==> config.mk <==
export PLATFORM = sky130hd
export DESIGN_NAME = corescore_stream_arbiter
export DESIGN_NICKNAME = d
export VERILOG_FILES = /design/src/rtl/corescore_stream_arbiter_pkg.sv /design/src/rtl/corescore_stream_reg.sv /design/src/rtl/corescore_stream_arbiter.sv
export SDC_FILE = /design/constraint.sdc
export NUM_CORES = 1
export LEC_CHECK = 0
export BUFFER_PORTS_ARGS = -buffer_cell sky130_fd_sc_hd__buf_2
export CAP_MARGIN = 5
export CORE_ASPECT_RATIO = 0.5
export CORE_MARGIN = 1
export CORE_UTILIZATION = 25
export DETAILED_ROUTE_END_ITERATION = 7
export PLACE_DENSITY = 0.55
export RECOVER_POWER = 100
export SLEW_MARGIN = 20
export SYNTH_ARGS = -nofsm -noshare
export SYNTH_HDL_FRONTEND = slang
export SYNTH_SLANG_ARGS = --single-unit
export TNS_END_PERCENT = 1
==> constraint.sdc <==
create_clock -name i_clk -period 2.8 [get_ports i_clk]
set_input_delay 0.56 -clock i_clk [delete_from_list [all_inputs] [get_ports i_clk]]
set_output_delay 0.56 -clock i_clk [all_outputs]
set_load 0.02 [all_outputs]
==> src/rtl/corescore_stream_arbiter_pkg.sv <==
// Shared constants and FSM encoding for the corescore stream arbiter and its
// output register slice.
package corescore_stream_arbiter_pkg;

    localparam int unsigned DATA_W = 8;

    typedef enum logic {
        ST_IDLE = 1'b0,
        ST_BUSY = 1'b1
    } state_t;

endpackage

==> src/rtl/corescore_stream_reg.sv <==
// Single-entry AXI-Stream register slice: data/last/valid are registered, and
// ready passes straight through when the slot is empty or draining.
module corescore_stream_reg
    import corescore_stream_arbiter_pkg::*;
#(
    parameter int unsigned WIDTH = DATA_W
) (
    input  logic             i_clk,
    input  logic             i_rst_n,
    input  logic [WIDTH-1:0] i_tdata,
    input  logic             i_tlast,
    input  logic             i_tvalid,
    output logic             o_tready,
    output logic [WIDTH-1:0] o_tdata,
    output logic             o_tlast,
    output logic             o_tvalid,
    input  logic             i_tready
);

    assign o_tready = ~o_tvalid | i_tready;

    always_ff @(posedge i_clk) begin
        if (!i_rst_n) begin
            o_tvalid <= 1'b0;
            o_tdata  <= '0;
            o_tlast  <= 1'b0;
        end else if (i_tvalid && o_tready) begin
            // a load while draining keeps the slot full, giving one beat per cycle
            o_tvalid <= 1'b1;
            o_tdata  <= i_tdata;
            o_tlast  <= i_tlast;
        end else if (i_tready) begin
            o_tvalid <= 1'b0;
        end
    end

endmodule

==> src/rtl/corescore_stream_arbiter.sv <==
// Packet-aware round-robin arbiter merging NUM_SOURCES byte streams onto one
// emitter stream, with a mid-packet stall watchdog.
module corescore_stream_arbiter
    import corescore_stream_arbiter_pkg::*;
#(
    parameter int unsigned NUM_SOURCES = 4,
    parameter int unsigned TIMEOUT     = 1024
) (
    input  logic                          i_clk,
    input  logic                          i_rst_n,
    input  logic [DATA_W*NUM_SOURCES-1:0] i_tdata,
    input  logic [NUM_SOURCES-1:0]        i_tlast,
    input  logic [NUM_SOURCES-1:0]        i_tvalid,
    output logic [NUM_SOURCES-1:0]        o_tready,
    output logic [DATA_W-1:0]             o_tdata,
    output logic                          o_tlast,
    output logic                          o_tvalid,
    input  logic                          i_tready,
    output logic [NUM_SOURCES-1:0]        o_grant,
    output logic                          o_timeout
);

    localparam int unsigned IDX_W = $clog2(NUM_SOURCES);
    localparam int unsigned CNT_W = (TIMEOUT > 0) ? $clog2(TIMEOUT + 1) : 1;
    localparam logic [CNT_W-1:0] CNT_LAST = (TIMEOUT > 0) ? CNT_W'(TIMEOUT - 1) : '0;
    localparam logic [NUM_SOURCES-1:0] ONE = NUM_SOURCES'(1);

    state_t               state;
    logic [IDX_W-1:0]     g;
    logic [IDX_W-1:0]     ptr;
    logic [CNT_W-1:0]     cnt;
    logic [NUM_SOURCES-1:0] grant_q;
    logic                 timeout_q;

    logic [DATA_W-1:0]    src_data;
    logic                 src_last;
    logic                 src_valid;
    logic                 slot_ready;
    logic                 accept;
    logic [IDX_W-1:0]     pick;
    logic [IDX_W-1:0]     g_next;

    // Lowest offset from base wins, so iterate offsets from highest down.
    function automatic logic [IDX_W-1:0] rr_pick(input logic [NUM_SOURCES-1:0] req,
                                                 input logic [IDX_W-1:0]       base);
        int unsigned idx;
        logic [IDX_W-1:0] sel;
        sel = base;
        for (int unsigned i = NUM_SOURCES; i > 0; i--) begin
            idx = (int'(base) + i - 1) % NUM_SOURCES;
            if (req[idx]) sel = IDX_W'(idx);
        end
        return sel;
    endfunction

    always_comb begin
        src_data  = '0;
        src_last  = 1'b0;
        src_valid = 1'b0;
        for (int unsigned k = 0; k < NUM_SOURCES; k++) begin
            if (g == IDX_W'(k)) begin
                src_data  = i_tdata[DATA_W*k +: DATA_W];
                src_last  = i_tlast[k];
                src_valid = i_tvalid[k];
            end
        end
    end

    assign pick   = rr_pick(i_tvalid, ptr);
    assign g_next = (g == IDX_W'(NUM_SOURCES - 1)) ? '0 : g + 1'b1;
    assign accept = (state == ST_BUSY) && src_valid && slot_ready;

    always_comb begin
        o_tready = '0;
        if (state == ST_BUSY) o_tready = (ONE << g) & {NUM_SOURCES{slot_ready}};
    end

    always_ff @(posedge i_clk) begin
        if (!i_rst_n) begin
            state     <= ST_IDLE;
            g         <= '0;
            ptr       <= '0;
            cnt       <= '0;
            grant_q   <= '0;
            timeout_q <= 1'b0;
        end else begin
            timeout_q <= 1'b0;
            case (state)
                ST_IDLE: begin
                    cnt <= '0;
                    if (|i_tvalid) begin
                        g       <= pick;
                        grant_q <= ONE << pick;
                        state   <= ST_BUSY;
                    end
                end
                ST_BUSY: begin
                    if (accept && src_last) begin
                        state   <= ST_IDLE;
                        grant_q <= '0;
                        ptr     <= g_next;
                        cnt     <= '0;
                    end else if (src_valid) begin
                        cnt <= '0;
                    end else if (TIMEOUT > 0 && cnt == CNT_LAST) begin
                        // this is the TIMEOUT-th consecutive stall cycle
                        state     <= ST_IDLE;
                        grant_q   <= '0;
                        ptr       <= g_next;
                        cnt       <= '0;
                        timeout_q <= 1'b1;
                    end else if (TIMEOUT > 0) begin
                        cnt <= cnt + 1'b1;
                    end
                end
                default: state <= ST_IDLE;
            endcase
        end
    end

    assign o_grant   = grant_q;
    assign o_timeout = timeout_q;

    corescore_stream_reg #(
        .WIDTH (DATA_W)
    ) u_out_reg (
        .i_clk    (i_clk),
        .i_rst_n  (i_rst_n),
        .i_tdata  (src_data),
        .i_tlast  (src_last),
        .i_tvalid (accept),
        .o_tready (slot_ready),
        .o_tdata  (o_tdata),
        .o_tlast  (o_tlast),
        .o_tvalid (o_tvalid),
        .i_tready (i_tready)
    );

endmodule

After elaboration in Yosys (flattened, before gate mapping)
Cells that the tools add are included.
{"block": "totals", "regBits": 31, "inputBits": 43, "output_inout_bits": 19, "elab_cells": 96}
{"block": "classes", "add_sub_neg": 10, "magnitude_cmp": 4, "n_eq_ne": 8, "n_shift": 2, "mux": 46, "bitwise": 5, "n_reduce_logical": 12}
{"cell": "$mux 11", "count": 3}
{"cell": "$mux 8", "count": 4}
{"cell": "$pmux 11 s2", "count": 1}
{"cell": "$mux 4", "count": 5}
{"cell": "$mux 1", "count": 19}
{"cell": "$mux 2", "count": 8}
{"cell": "$lt 2x3->1 const B", "count": 4}
{"cell": "$add 11x1->11 const B", "count": 1}
{"cell": "$eq 11x10->1 const B", "count": 1}
{"cell": "$bmux 1 s2", "count": 4}
{"cell": "$pmux 4 s2", "count": 1}
{"cell": "$reduce_or 4->1", "count": 2}
{"cell": "$shl 1x2->4 const A", "count": 2}
{"cell": "$sub 2x1->2 const B", "count": 4}
{"cell": "$add 2x1->2 const B", "count": 3}
{"cell": "$reduce_and 3->1", "count": 2}
{"cell": "$add 2x2->2 const B", "count": 2}
{"cell": "$and 4x4->4", "count": 1}
{"cell": "$eq 2x2->1 const B", "count": 2}
{"cell": "$logic_and 1x1->1", "count": 4}
{"cell": "$reduce_bool 2->1", "count": 2}
{"cell": "$ne 3x1->1 const B", "count": 1}
{"cell": "$ne 3x2->1 const B", "count": 1}
{"cell": "$not 1->1", "count": 3}
{"cell": "other kinds (7)", "count": 7}

Logic depth before layout (Yosys ltp)
Gate-level depths: netlist (run 1).
{"block": "logic_depth", "word_depth": 11, "depth_mapped": 9, "ltp_nobuf": 7}

By module
From an unflattened synthesis (run 1), not the netlist that was laid out.
{"block": "hier_totals", "cells_unflattened": 229, "hier_area_um2": 1779.2}
{"mod": "corescore_stream_arbiter", "n_inst": 1, "cells_each": 185, "area_per_inst_um2": 1363.8, "seq_area_each_um2": 420.4}
{"mod": "corescore_stream_reg", "n_inst": 1, "cells_each": 44, "area_per_inst_um2": 415.4, "seq_area_each_um2": 200.2}

Least setup slack after synthesis (run 1)
No wires, ideal clock.
{"block": "synth_timing", "path_kind": "register -> register", "from": "register g[0]", "to": "register grant_q[3] (netlist: o_grant[3])", "setup_ns": 0.072, "arrival_time_ns": 1.879, "t_required_ns": 2.728, "setup_slack_ns": 0.849, "stages_incl_launch_ff": 8, "n_path_buf": 1, "path_cell_list": "dfxtp_1 inv_1 ha_1 buf_2 a221o_1 a2111oi_2 a311o_2 mux2i_1"}
{"block": "synth_between", "elab_chain_cells": 10, "word_cells_on_any_way": 20, "classes_between": "eq/ne: 5; mux: 10; reduce/logical: 5"}
{"item": "from (decl)", "line_no": "corescore_stream_arbiter.sv:29", "source": "logic [IDX_W-1:0] g;"}
{"item": "from (signal assigned)", "line_no": "corescore_stream_arbiter.sv:92", "source": "g <= pick;"}
{"item": "$logic_not 2->1", "line_no": "corescore_stream_arbiter.sv:61", "source": "if (g == IDX_W'(k)) begin"}
{"item": "$mux 1 (4 in series)", "line_no": "corescore_stream_arbiter.sv:61"}
{"item": "$logic_and 1x1->1 (2 in series)", "line_no": "corescore_stream_arbiter.sv:71", "source": "assign accept = (state == ST_BUSY) && src_valid && slot_ready;"}
{"item": "$logic_and 1x1->1", "line_no": "corescore_stream_arbiter.sv:98", "source": "if (accept && src_last) begin"}
{"item": "$ne 3x1->1 (no line) (tied with other cells)"}
{"item": "$reduce_and 3->1 (no line) / $pmux 4 s2 (equally long branches)"}
{"item": "to (signal assigned)", "line_no": "corescore_stream_arbiter.sv:93", "source": "grant_q <= ONE << pick;"}
{"item": "to (decl)", "line_no": "corescore_stream_arbiter.sv:32", "source": "logic [NUM_SOURCES-1:0] grant_q;"}
Several ways; a longest one is shown, not always the timed one.
A chain may end at the register's enable or synchronous reset.

Worst setup path after layout (run 1)
{"block": "layout_timing", "from": "register g[0]", "to": "output o_tready[3]"}
{"block": "layout_between", "elab_chain_cells": 3}
{"item": "$shl 1x2->4", "line_no": "corescore_stream_arbiter.sv:75", "source": "if (state == ST_BUSY) o_tready = (ONE << g) & {NUM_SOURCES{slot_ready}};"}
{"item": "$and 4x4->4", "line_no": "corescore_stream_arbiter.sv:75"}
{"item": "$mux 4", "line_no": "corescore_stream_arbiter.sv:75"}
{"item": "to (decl)", "line_no": "corescore_stream_arbiter.sv:14", "source": "output logic [NUM_SOURCES-1:0] o_tready,"}
Every way passes these cells.

==> impl_metrics.yaml, run 1 <==
logic_synthesis:
  synth-edff-count: 0
  ys_seq_area_share_pct: 36.4
  synth_nets: 257
  ys_ff_latch: 31
  synth_top_area_cell: "dfxtp_1"
  avgSynthCellArea_um2: 8.16
  synthTopCellsByArea: "dfxtp_1 36%, a21oi_1 5.9%, mux2i_1 4.1%"
  async_flop_share_pct: 0
  yosys.cell_types.count: 41
  ys_warn_count: 0
  syn-instance-count: 209
  synth_top_area_share_pct: 36.4
  syn_area_mm2: 0.00171
  synth_ff_type: "dfxtp_1"
cells_and_area:
  diodes: 0
  n_fill_cell: 674
  final_cells: 357
  final_cell_area_mm2: 0.00220
  multiInputGateArea_um2: 990
  most-common-layout-cells: "41 x buf_2, 31 x dfxtp_1, 22 x clkbuf_1"
  drive_gt1_share_pct: 19.7
  nNetsFinal: 316
  layout_commonest_cell: "buf_2"
  area_growth_pct: 29.1
  seqCellArea_um2: 621
routing:
  dr.pass1.iters: 4
  ant_nets: 0
  post_drt_wl_per_cell_um: 12.4
  drt-vias-per-instance: 4.59
  num_vias: 1640
  drc: 0
  wirelength_um: 4430
  drt_iter0_drc: 57
setup_path:
  cp.arrival_ps: 1950
  crit_path_start_kind: "flip-flop"
  r2r_setup_slack_ps: 360
  required_ps: 2240
  crit_type: "flip-flop to output pin"
  cp-end-kind: "output pin"
  path_max_fanout: 18
place:
  io_buffer_count: 61
  dp_cells: 349
  hpwl_um: 3390
  gp_congestion: 0.795
  place_area_mm2: 0.00209
sta:
  report.final.slew_viol_count: 0
  fin_skew_ps: 1.69
  hold_viol_final: 0
  fin_crit_ps: 2510
  rsz0062_at_grt: "false"
  setup_violations: 0
  final_min_period_over_clock_period_pct: 89.8
  worst_slew_pin_slew_ps: 829
  slew_headroom_pct: 44.5
  fin_setup_tns_ps: 0
  fmax_mhz: 398
global_route:
  use_met3_pct: 2.54
  antenna_found_initial: 0
  grt_usage_pct: 12.3
  use_met1_pct: 15.5
  globalRoute.busiestLayer: "met2"
  grt_max_degree: 24
  grt_overflow_total: 0
  grtUsageMet2_pct: 21.3
  grt_pass1_vias: 1531
  grt_first_pass_wirelength_um: 6910
cts:
  cts-resized-gates: 0
  postCtsSetupBuffers: 0
  htreeDepth: 2
  cts_root_buf: "clkbuf_16"
  cts_tree: "built"
  cts_hold_buf: 0
  clock-sinks: 31
  cts_buffer_depth: 2
  clkLatencyLatePin_ps: 270
  path_clk_slew_ps: 50
  numCtsBuffers: 5
power:
  peakVddDrop_uv: 198
  p_leak_nw: 0.884
  power_density_mw_per_mm2: 583
floorplan:
  core_mm2: 0.00633
  ios: 62
  dieHeight_um: 60.4
  fp-row-count: 20
  dieArea_mm2: 0.00718
  die_w_um: 119
  start_util_pct: 26.9
run_status:
  status: "finished clean"
job:
  cap_violations: 0
min_path:
  min_path_type: "flip-flop to flip-flop"
[stage by stage]
| stage | power, mW | hold WS (ps) | worst slack [ps] | utilization [%] |
|---|---|---|---|---|
| global placement | 0.748 | 438 | 521 | 32.9 |
| CTS | 1.31 | 459 | 376 | 35.4 |
| global route | 1.35 | 473 | 94.6 | 34.8 |
| finish | 1.28 | 455 | 287 | 34.8 |
| detailed placement | 0.753 | 452 | 387 | 32.9 |
| floorplan | 0.662 | 417 | 849 | - |
[Yosys cell counts, types with 2 or more instances]
master    count
inv_1         9
and3_1        6
a221oi_1      7
or2_1         2
ha_1          5
nand2_1      18
o22ai_1       3
clkbuf_1      6
o21ai_0      11
nor2b_1      10
nor4_1        2
nor2_1       17
nor3b_1       2
nand3_1       6
nand3b_1      4
nor3_1        8
a21boi_0      3
mux2i_1       7
xnor2_1       5
a21oi_1      20
xor2_1        3
o22a_1        2
buf_2         4
nand2b_1      2
dfxtp_1      31
[critical path: stages, from the launching register on]
cell      delay (ps)
dfxtp_1          380
ha_1             270
clkbuf_1         590
and3_1           270
buf_2            160
[state kept, by name, indices dropped and copies added (netlist names), 2 cells and up]
| signal | count |
|---|---|
| cnt | 11 |
| u_out_reg.o_tdata | 8 |
| ptr | 2 |
| g | 2 |
| o_grant | 4 |
[final cells by class]
type | instances | share of cell area, %
clock buffer | 8 | 7.10
inverter | 9 | 1.53
multi-input combinational | 158 | 44.9
sequential | 31 | 28.2
tap | 88 | 5.00
timing repair buffer | 63 | 13.2
[where the power goes]
group | internal (mW) | switching, mW
Sequential | 0.468 | 0.0196
Combinational | 0.0988 | 0.148
Clock | 0.377 | 0.171
Total | 0.944 | 0.339
[kinds of logic (layout without fill, tap and decap cells)]
family	after synthesis	count (layout)	share of synthesized area (%)
XOR/XNOR	8	8	4.11
buffers and inverters	20	80	4.92
multiplexers	7	7	4.11
AND/OR/NAND/NOR	82	82	24.8
AO/OA/AOI/OAI	56	56	22.0
adder cells (fa/ha/maj)	5	5	3.67
flip-flops	31	31	36.4
[routing by layer]
| layer | vias to the layer above | routed length (um) |
|---|---|---|
| met2 | 20 | 2070 |
| met3 | 5 | 114 |
| li1 | 868 | - |
| met5 | - | 0 |
| met1 | 747 | 2200 |
| met4 | 0 | 46 |
[path summary, 6_finish.rpt]
path,startpoint,end,cells past startpoint
max,g[0],o_tready[3],4
max reg2reg,g[0],o_grant[3],6
min reg2reg,cnt[10],o_timeout,1
min,cnt[10],o_timeout,1
No activity file was read; power rests on OpenSTA's default activity.
==> run 2, diff against run 1 <==
--- a/config.mk
+++ b/config.mk
@@ -5,13 +5,14 @@
 export SDC_FILE = /design/constraint.sdc
 export NUM_CORES = 1
 export LEC_CHECK = 0
+export ABC_AREA = 1
 export BUFFER_PORTS_ARGS = -buffer_cell sky130_fd_sc_hd__buf_2
 export CAP_MARGIN = 5
 export CORE_ASPECT_RATIO = 0.5
 export CORE_MARGIN = 1
 export CORE_UTILIZATION = 25
 export DETAILED_ROUTE_END_ITERATION = 7
-export PLACE_DENSITY = 0.55
+export PLACE_DENSITY = 0.54
 export RECOVER_POWER = 100
 export SLEW_MARGIN = 20
 export SYNTH_ARGS = -nofsm -noshare
==> constraint.sdc (replaced) <==
create_clock -name i_clk -period 2.6 [get_ports i_clk]
set_input_delay 0.52 -clock i_clk [delete_from_list [all_inputs] [get_ports i_clk]]
set_output_delay 0.52 -clock i_clk [all_outputs]
set_load 0.02 [all_outputs]
==> run 2 against run 1 <==
  * Setup slack got worse by 35 ps
  * Wire length rose by 6.4%
  * Hold slack lost 6.6 ps
  * Area after synthesis increased by 15%
  * Critical path type unchanged
  * Critical endpoint is now o_tready[2]
  * Largest power group unchanged
==> impl_metrics.yaml, run 2 <==
run_status:
  status: "finished clean"
floorplan:
  start_util_pct: 26.3
  ios: 62
  core_mm2: 0.00746
  die_w_um: 127
  fp-row-count: 22
  dieHeight_um: 64.7
  dieArea_mm2: 0.00824
global_route:
  grt_max_degree: 20
  grt_pass1_vias: 1774
  antenna_found_initial: 0
  grt_usage_pct: 12.1
  grt_first_pass_wirelength_um: 7970
  grt_overflow_total: 0
routing:
  wirelength_um: 4710
  drt_iter0_drc: 80
  post_drt_wl_per_cell_um: 10.5
  drt-vias-per-instance: 4.18
  drc: 0
  ant_nets: 0
  num_vias: 1881
  dr.pass1.iters: 4
place:
  gp_congestion: 0.745
  io_buffer_count: 61
  dp_cells: 443
  hpwl_um: 3850
cts:
  cts_tree: "built"
  htreeDepth: 2
  cts_root_buf: "clkbuf_16"
  numCtsBuffers: 5
  cts-resized-gates: 0
  clkLatencyLatePin_ps: 270
  clock-sinks: 31
  path_clk_slew_ps: 50
  postCtsSetupBuffers: 0
  cts_hold_buf: 0
  cts_buffer_depth: 2
sta:
  slew_headroom_pct: 60.4
  final_min_period_over_clock_period_pct: 90.3
  hold_viol_final: 0
  fin_crit_ps: 2350
  holdWs_ps: 449
  setup_violations: 0
  report.final.slew_viol_count: 0
  fmax_mhz: 426
  fin_skew_ps: 4.46
  fin_setup_tns_ps: 0
  rsz0062_at_grt: "false"
  worst_slew_pin_slew_ps: 594
cells_and_area:
  largest_register: "cnt"
  largest_reg_flops: 11
  diodes: 0
  layout_commonest_cell: "nand2_1"
  final_cells: 450
  area_growth_pct: 24.3
  most-common-layout-cells: "84 x nand2_1, 43 x buf_2, 31 x dfxtp_1"
  drive_gt1_share_pct: 23.1
  nNetsFinal: 390
setup_path:
  crit_type: "flip-flop to output pin"
  crit_path_start_kind: "flip-flop"
  path_max_fanout: 11
  required_ps: 2080
  cp-end-kind: "output pin"
  cp.arrival_ps: 1830
power:
  power_density_mw_per_mm2: 673
  peakVddDrop_uv: 252
  p_leak_nw: 1.10
logic_synthesis:
  synth_nets: 328
  synthTopCellsByArea: "dfxtp_1 32%, nand2_1 16%, a21oi_1 6.6%"
  synth_ff_type: "dfxtp_1"
  synth_top_area_cell: "dfxtp_1"
  yosys.cell_types.count: 34
  synth_top_area_share_pct: 31.6
  syn-instance-count: 280
  async_flop_share_pct: 0
  ys_warn_count: 0
  ys_top_cells_by_count: "83 x nand2_1, 31 x dfxtp_1, 26 x a21oi_1, 26 x inv_1, 16 x nand3_1"
  ys_seq_area_share_pct: 31.6
  ys_ff_latch: 31
  avgSynthCellArea_um2: 7.02
  synth.most_common_cell: "nand2_1"
  synth-edff-count: 0
  syn_area_mm2: 0.00196
job:
  cap_violations: 0
min_path:
  min_path_type: "flip-flop to flip-flop"
[run 2: final timing paths]
check / start / endpoint / slack (ps) / cells past startpoint
max: g[0] / o_tready[2] / 250 / 5
max reg2reg: g[0] / cnt[3] / 420 / 9
min: cnt[0] / cnt[0] / 450 / 1
min reg2reg: cnt[0] / cnt[0] / 450 / 1
[run 2: routing by layer]
metal | up-vias | track usage (%) | part of all wire [%]
li1 | 1032 | - | -
met5 | - | 0 | 0
met1 | 825 | 14.9 | 49
met2 | 19 | 21.3 | 47
met4 | 0 | 3.13 | 0.76
met3 | 5 | 2.97 | 3.0
[run 2: cell families after synthesis]
family	synth area share, %
and+or+nand+nor	37.7
AOI/OAI and AO/OA	15.6
buffers and inverters	9.23
DFF	31.6
xor gates and xnor gates	2.68
adders and majority gates	3.18
[run 2: critical path, stage by stage (launching register included)]
cell and delay (ps):
dfxtp_1 320, inv_1 120, ha_1 430, inv_1 250, nor3_1 240, clkbuf_2 200
[run 2: power breakdown]
| part | switching, mW | internal (mW) | total [mW] |
|---|---|---|---|
| Clock | 0.189 | 0.372 | 0.561 |
| Sequential | 0.0311 | 0.519 | 0.550 |
| Combinational | 0.348 | 0.183 | 0.530 |
| Total | 0.568 | 1.07 | 1.64 |
[run 2: cell type report]
cell class / count / area (um^2)
fillers: 844 / 5020
multi-input cells: 210 / 1130
flip-flops and latches: 31 / 621
repair buffers: 62 / 292
clock buffers: 6 / 139
well taps: 108 / 135
inverters: 32 / 121
clock inverters: 1 / 5.00
[run 2: per-stage QoR]
step	setup WS (ps)	power (mW)	area, um^2	utilization (%)
global route	40.0	1.77	2440	32.7
finish	252	1.64	2440	32.7
floorplan	663	0.986	1960	-
CTS	240	1.69	2500	33.5
detailed placement	496	1.12	2360	31.6
global placement	553	1.12	2360	31.6
